===== config.mk =====
export PLATFORM = sky130hd
export DESIGN_NAME = flit_to_packet_assembler
export DESIGN_NICKNAME = d
export VERILOG_FILES = /design/src/rtl/flit_to_packet_assembler_pkg.sv /design/src/rtl/flit_to_packet_assembler.sv
export SDC_FILE = /design/constraint.sdc
export NUM_CORES = 1
export LEC_CHECK = 0
export ABC_AREA = 1
export CAP_MARGIN = 20
export CORE_ASPECT_RATIO = 1.5
export CORE_MARGIN = 1.5
export CORE_UTILIZATION = 52
export DETAILED_ROUTE_END_ITERATION = 7
export HOLD_SLACK_MARGIN = 0.02
export PLACE_DENSITY = 0.88
export SLEW_MARGIN = 20
export SYNTH_ARGS = -nofsm -noshare
export SYNTH_HDL_FRONTEND = slang
export SYNTH_SLANG_ARGS = --single-unit

===== constraint.sdc =====
create_clock -name clk -period 3.1 [get_ports clk]
set_input_delay 0.465 -clock clk [delete_from_list [all_inputs] [get_ports clk]]
set_output_delay 0.465 -clock clk [all_outputs]
set_load 0.005 [all_outputs]

===== src/rtl/flit_to_packet_assembler_pkg.sv =====
// Shared network defines: flit header/type/VC typedefs and the payload width macro.
// Every flit carries one PAYLOAD_W-bit chunk of the packet body.
`ifndef PAYLOAD_W
`define PAYLOAD_W 64
`endif

package flit_to_packet_assembler_pkg;

   typedef enum logic [1:0] {
      HEADER = 2'd0,
      BODY   = 2'd1,
      TAIL   = 2'd2,
      HT     = 2'd3
   } flit_type_t;

   typedef enum logic [1:0] {
      VC0 = 2'd0,
      VC1 = 2'd1,
      VC2 = 2'd2,
      VC3 = 2'd3
   } vc_id_t;

   typedef struct packed {
      flit_type_t flit_type;
      vc_id_t     vc_id;
   } flit_header_t;

endpackage


===== src/rtl/flit_to_packet_assembler.sv =====
// Reassembles HEADER..TAIL or single HT flits from one virtual channel into a packet body
// held until the consumer takes it; framing violations raise a one-cycle protocol_error.
`ifndef PAYLOAD_W
`define PAYLOAD_W 64
`endif

module flit_to_packet_assembler
   import flit_to_packet_assembler_pkg::*;
#(
   parameter vc_id_t      VCID             = VC0,
   parameter int unsigned PACKET_BODY_SIZE = 256
) (
   input  logic                        clk,
   input  logic                        reset,
   input  logic                        enable,
   input  logic                        flit_valid,
   input  flit_header_t                flit_in_header,
   input  logic [`PAYLOAD_W-1:0]       flit_in_payload,
   output logic                        flit_ready,
   output logic                        packet_valid,
   output logic [PACKET_BODY_SIZE-1:0] packet_body,
   output logic                        packet_has_data,
   input  logic                        packet_consumed,
   output logic                        protocol_error
);

   localparam int unsigned FLIT_NUMB     = (PACKET_BODY_SIZE + `PAYLOAD_W - 1) / `PAYLOAD_W;
   localparam int unsigned COUNTER_WIDTH = $clog2(PACKET_BODY_SIZE);
   localparam int unsigned STORE_W       = FLIT_NUMB * `PAYLOAD_W;
   localparam logic [COUNTER_WIDTH-1:0] LAST_IDX = COUNTER_WIDTH'(FLIT_NUMB - 1);

   typedef enum logic [1:0] {
      IDLE    = 2'd0,
      COLLECT = 2'd1,
      READY   = 2'd2
   } state_t;

   state_t                   state_q, state_d;
   logic [COUNTER_WIDTH-1:0] count_q, count_d;
   logic [STORE_W-1:0]       store_q, store_d;
   logic                     has_data_q, has_data_d;
   logic                     error_q, error_d;
   logic                     accept;
   logic                     start_packet;

   assign flit_ready      = (state_q != READY);
   assign packet_valid    = (state_q == READY);
   assign packet_body     = store_q[PACKET_BODY_SIZE-1:0];
   assign packet_has_data = has_data_q;
   assign protocol_error  = error_q;

   assign accept = flit_valid & flit_ready & enable & (flit_in_header.vc_id == VCID);

   always_comb begin
      state_d      = state_q;
      count_d      = count_q;
      store_d      = store_q;
      has_data_d   = has_data_q;
      error_d      = 1'b0;
      start_packet = 1'b0;

      unique case (state_q)
         IDLE: begin
            if (accept) begin
               if (flit_in_header.flit_type == HEADER || flit_in_header.flit_type == HT)
                  start_packet = 1'b1;
               else
                  error_d = 1'b1;
            end
         end
         COLLECT: begin
            if (accept) begin
               unique case (flit_in_header.flit_type)
                  HEADER, HT: begin
                     error_d      = 1'b1;
                     start_packet = 1'b1;
                  end
                  BODY: begin
                     for (int unsigned i = 0; i < FLIT_NUMB; i++)
                        if (count_q == COUNTER_WIDTH'(i))
                           store_d[i*`PAYLOAD_W +: `PAYLOAD_W] = flit_in_payload;
                     // A BODY landing in the last slot completes the packet but is still a framing fault.
                     if (count_q == LAST_IDX) begin
                        error_d = 1'b1;
                        state_d = READY;
                     end else begin
                        count_d = count_q + COUNTER_WIDTH'(1);
                     end
                  end
                  TAIL: begin
                     if (count_q == LAST_IDX)
                        store_d[FLIT_NUMB*`PAYLOAD_W-1 -: `PAYLOAD_W] = flit_in_payload;
                     else
                        error_d = 1'b1;
                     state_d = READY;
                  end
                  default: ;
               endcase
            end
         end
         READY: begin
            if (packet_consumed) begin
               state_d    = IDLE;
               store_d    = '0;
               count_d    = '0;
               has_data_d = 1'b0;
            end
         end
         default: state_d = IDLE;
      endcase

      // Shared by IDLE and the COLLECT restart path: a fresh packet discards any partial data.
      if (start_packet) begin
         store_d                  = '0;
         store_d[`PAYLOAD_W-1:0]  = flit_in_payload;
         if (flit_in_header.flit_type == HT) begin
            count_d    = '0;
            has_data_d = 1'b0;
            state_d    = READY;
         end else begin
            count_d    = COUNTER_WIDTH'(1);
            has_data_d = 1'b1;
            state_d    = COLLECT;
         end
      end
   end

   always_ff @(posedge clk or negedge reset) begin
      if (!reset) begin
         state_q    <= IDLE;
         count_q    <= '0;
         store_q    <= '0;
         has_data_q <= 1'b0;
         error_q    <= 1'b0;
      end else begin
         state_q    <= state_d;
         count_q    <= count_d;
         store_q    <= store_d;
         has_data_q <= has_data_d;
         error_q    <= error_d;
      end
   end

endmodule


==> results.ini <==
[setup_path]
cp-end-kind=flop
rr_worst_depth=10
cp.arrival_ns=2.91
path_class=in -> reg
path_max_fanout=35
rrSetupSlack_ns=0.88
worstReg2RegEnd=packet_body[242]
critPathLaunchType=input pin
r2r_start=count_q[0]
required_ns=3.50

[sta]
relSlewSlack_pct=40.78
skew_ns=0.01681
timing.fmax_mhz=398.5
rsz0062_at_grt=false
post-route-min-period_ns=2.509
finalSetupTns_ns=0
setup_viol=0
worst_pin_slew_ns=0.8883
slew_viol_final=0
hold_violations=0
timing.final.crit_share_pct=80.95

[logic_synthesis]
synth_seq_area_share_pct=55.34
netlist.area_leader.share_pct=55.34
yosysUniqueCellTypes=27
avgSynthCellArea_sq_um=7.915
syn-num-nets=1611
synth_area_leaders=dfrtp_1, nand2_1, o21ai_0, inv_1, nor2_1
synth_cells=1531
synth_top_cells_by_count=nand2_1, dfrtp_1, o21ai_0
synthFlopType=dfrtp_1
yosysWarnings=0
synth-edff-count=0
ys_ff_latch=268
syn_area_sq_um=12120
post-synth-top-count-cell=nand2_1
async_reset_ff_share_pct=100.0
yosysTopAreaCell=dfrtp_1

[routing]
drc=0
drt-initial-drc-count=1092
wl_per_cell_microns=18.48
drt_wl_total_mm=39.14
dr.pass1.iters=7
vias_per_cell=5.469
drtAntennaViolNets=0
vias=11580

[layout]
fin_area_sq_um=16550
fillers=1656
area_growth_pct=36.59
nNetsFinal=1902
multi_input_area_sq_um=4390
final_util_pct=72.05
drive_gt1_share_pct=4.625
diodes=0
regArea_sq_um=6706

[floorplanning]
die-area_sq_um=24250
initial_core_util_pct=52.75
rows=68
die_w_microns=127.6
pin_count=333
core_sq_um=22970
die_y_microns=190.0

[power]
cellPowerDensity_nw_per_um2=1125
p_leak_nw=8.524
max-vdd-ir-drop_mv=0.7222

[clock_tree]
cts_htree_levels=1
cts_root_buf=clkbuf_16
clock_latency_ns=0.52
clkSinkCount=268
clock_path_buffers=3
cts_buffers=24
cts_tree=built
cts.reportedPaths.clkPinSlew_ns=0.07

[place]
globalplace.congestion=0.9314
io_buffers=332
dpl_cell_area_sq_um=15710
dp_hpwl_mm=25.78

[outcome]
status=completed

[global_route]
grt_antenna_before_repair=0
grt_max_degree=107
track_usage_pct=32.12
grt_pass1_vias=11530
grt_pass1_wl_mm=61.01
grt-ovfl-total=0

[hold_path]
worst_hold_path_type=in -> async

[flow_run]
maxCapViolCount=0

## kinds of logic after synthesis
| family | after synthesis | synth area share (%) |
|---|---|---|
| flops | 268 | 55.34 |
| compound gates | 274 | 11.37 |
| xor+xnor | 3 | 0.2169 |
| buf+inv | 250 | 8.580 |
| simple gates | 729 | 23.77 |
| fa+ha+maj | 7 | 0.7227 |
## sequential cells by signal, indices dropped and copies added (netlist names)
signal / flops
packet_body: 256
packet_has_data: 1
protocol_error: 1
state_q: 2
count_q: 8
## layout by cell type, fill, tap and decap left out, drive strengths merged, types with 6 or more instances in the layout
cell type	n
buf	28
a21oi	6
ha	7
clkdlybuf4s50	331
inv	155
dfrtp	268
o21ai	267
nor2	83
nand3	15
nand2	623
clkbuf	33
## worst max-delay path by stage
| stage | start | end |
|---|---|---|
| 2_1_floorplan | flit_in_header[2] | packet_body[191] |
| 3_3_place_gp | flit_in_header[2] | packet_body[52] |
| 3_5_place_dp | flit_in_header[2] | packet_body[52] |
| 4_1_cts | flit_in_header[2] | packet_body[18] |
| 5_1_grt | flit_in_header[2] | packet_body[39] |
| 6_report | flit_in_header[2] | packet_body[18] |
## through the flow
stage | total power, mW | setup WS [ns] | instances | hold WS (ns)
2_1_floorplan | 10.14 | 1.069 | 1531 | 0.1694
3_3_place_gp | 14.96 | 0.2690 | 2075 | 0.4348
3_5_place_dp | 15.35 | 0.1578 | 2075 | 0.4424
4_1_cts | 18.58 | 0.6453 | 2118 | 0.4826
5_1_grt | 19.75 | 0.4465 | 2118 | 0.5119
6_report | 18.62 | 0.5906 | 2118 | 0.4740
## final cells by class
class / count / share of cell area (%)
Inverter: 155 / 3.515
Tap cell: 280 / 2.117
Clock inverter: 9 / 0.7635
Multi-Input combinational cell: 1013 / 26.53
Timing Repair Buffer: 360 / 22.30
Clock buffer: 33 / 4.263
Sequential cell: 268 / 40.52
## power by group
group / internal [mW] / switching, mW / leakage, nW
registers: 5.16 / 0.971 / 3.37
clock network: 1.84 / 1.31 / 0.410
logic: 4.14 / 5.19 / 4.75
## layer usage
layer	global-route usage, %	routed length, microns	vias up
met5	0	0	-
met4	19.19	2710	0
met3	3.628	2755	164
met2	55.57	19670	661
met1	38.49	14000	5470
li1	-	-	5288
## worst max-delay path, stage by stage
cell             delay, ns
clkdlybuf4s50_1       0.51
inv_1                 0.06
ha_1                  0.44
nand4_4               0.19
a21oi_2               0.30
nand2_2               0.31
buf_12                0.29
o21ai_0               0.24
nand2_1               0.08
## what timing repair did
action / 4_1_cts / 5_1_grt
buffers inserted: 0 / 0
hold buffers: 1 / 0
setup endpoints to repair: 0 / 0
resized for setup: 0 / 0
hold endpoints to repair: 58 / 0
Note: power is estimated with default switching activity, not from simulation.
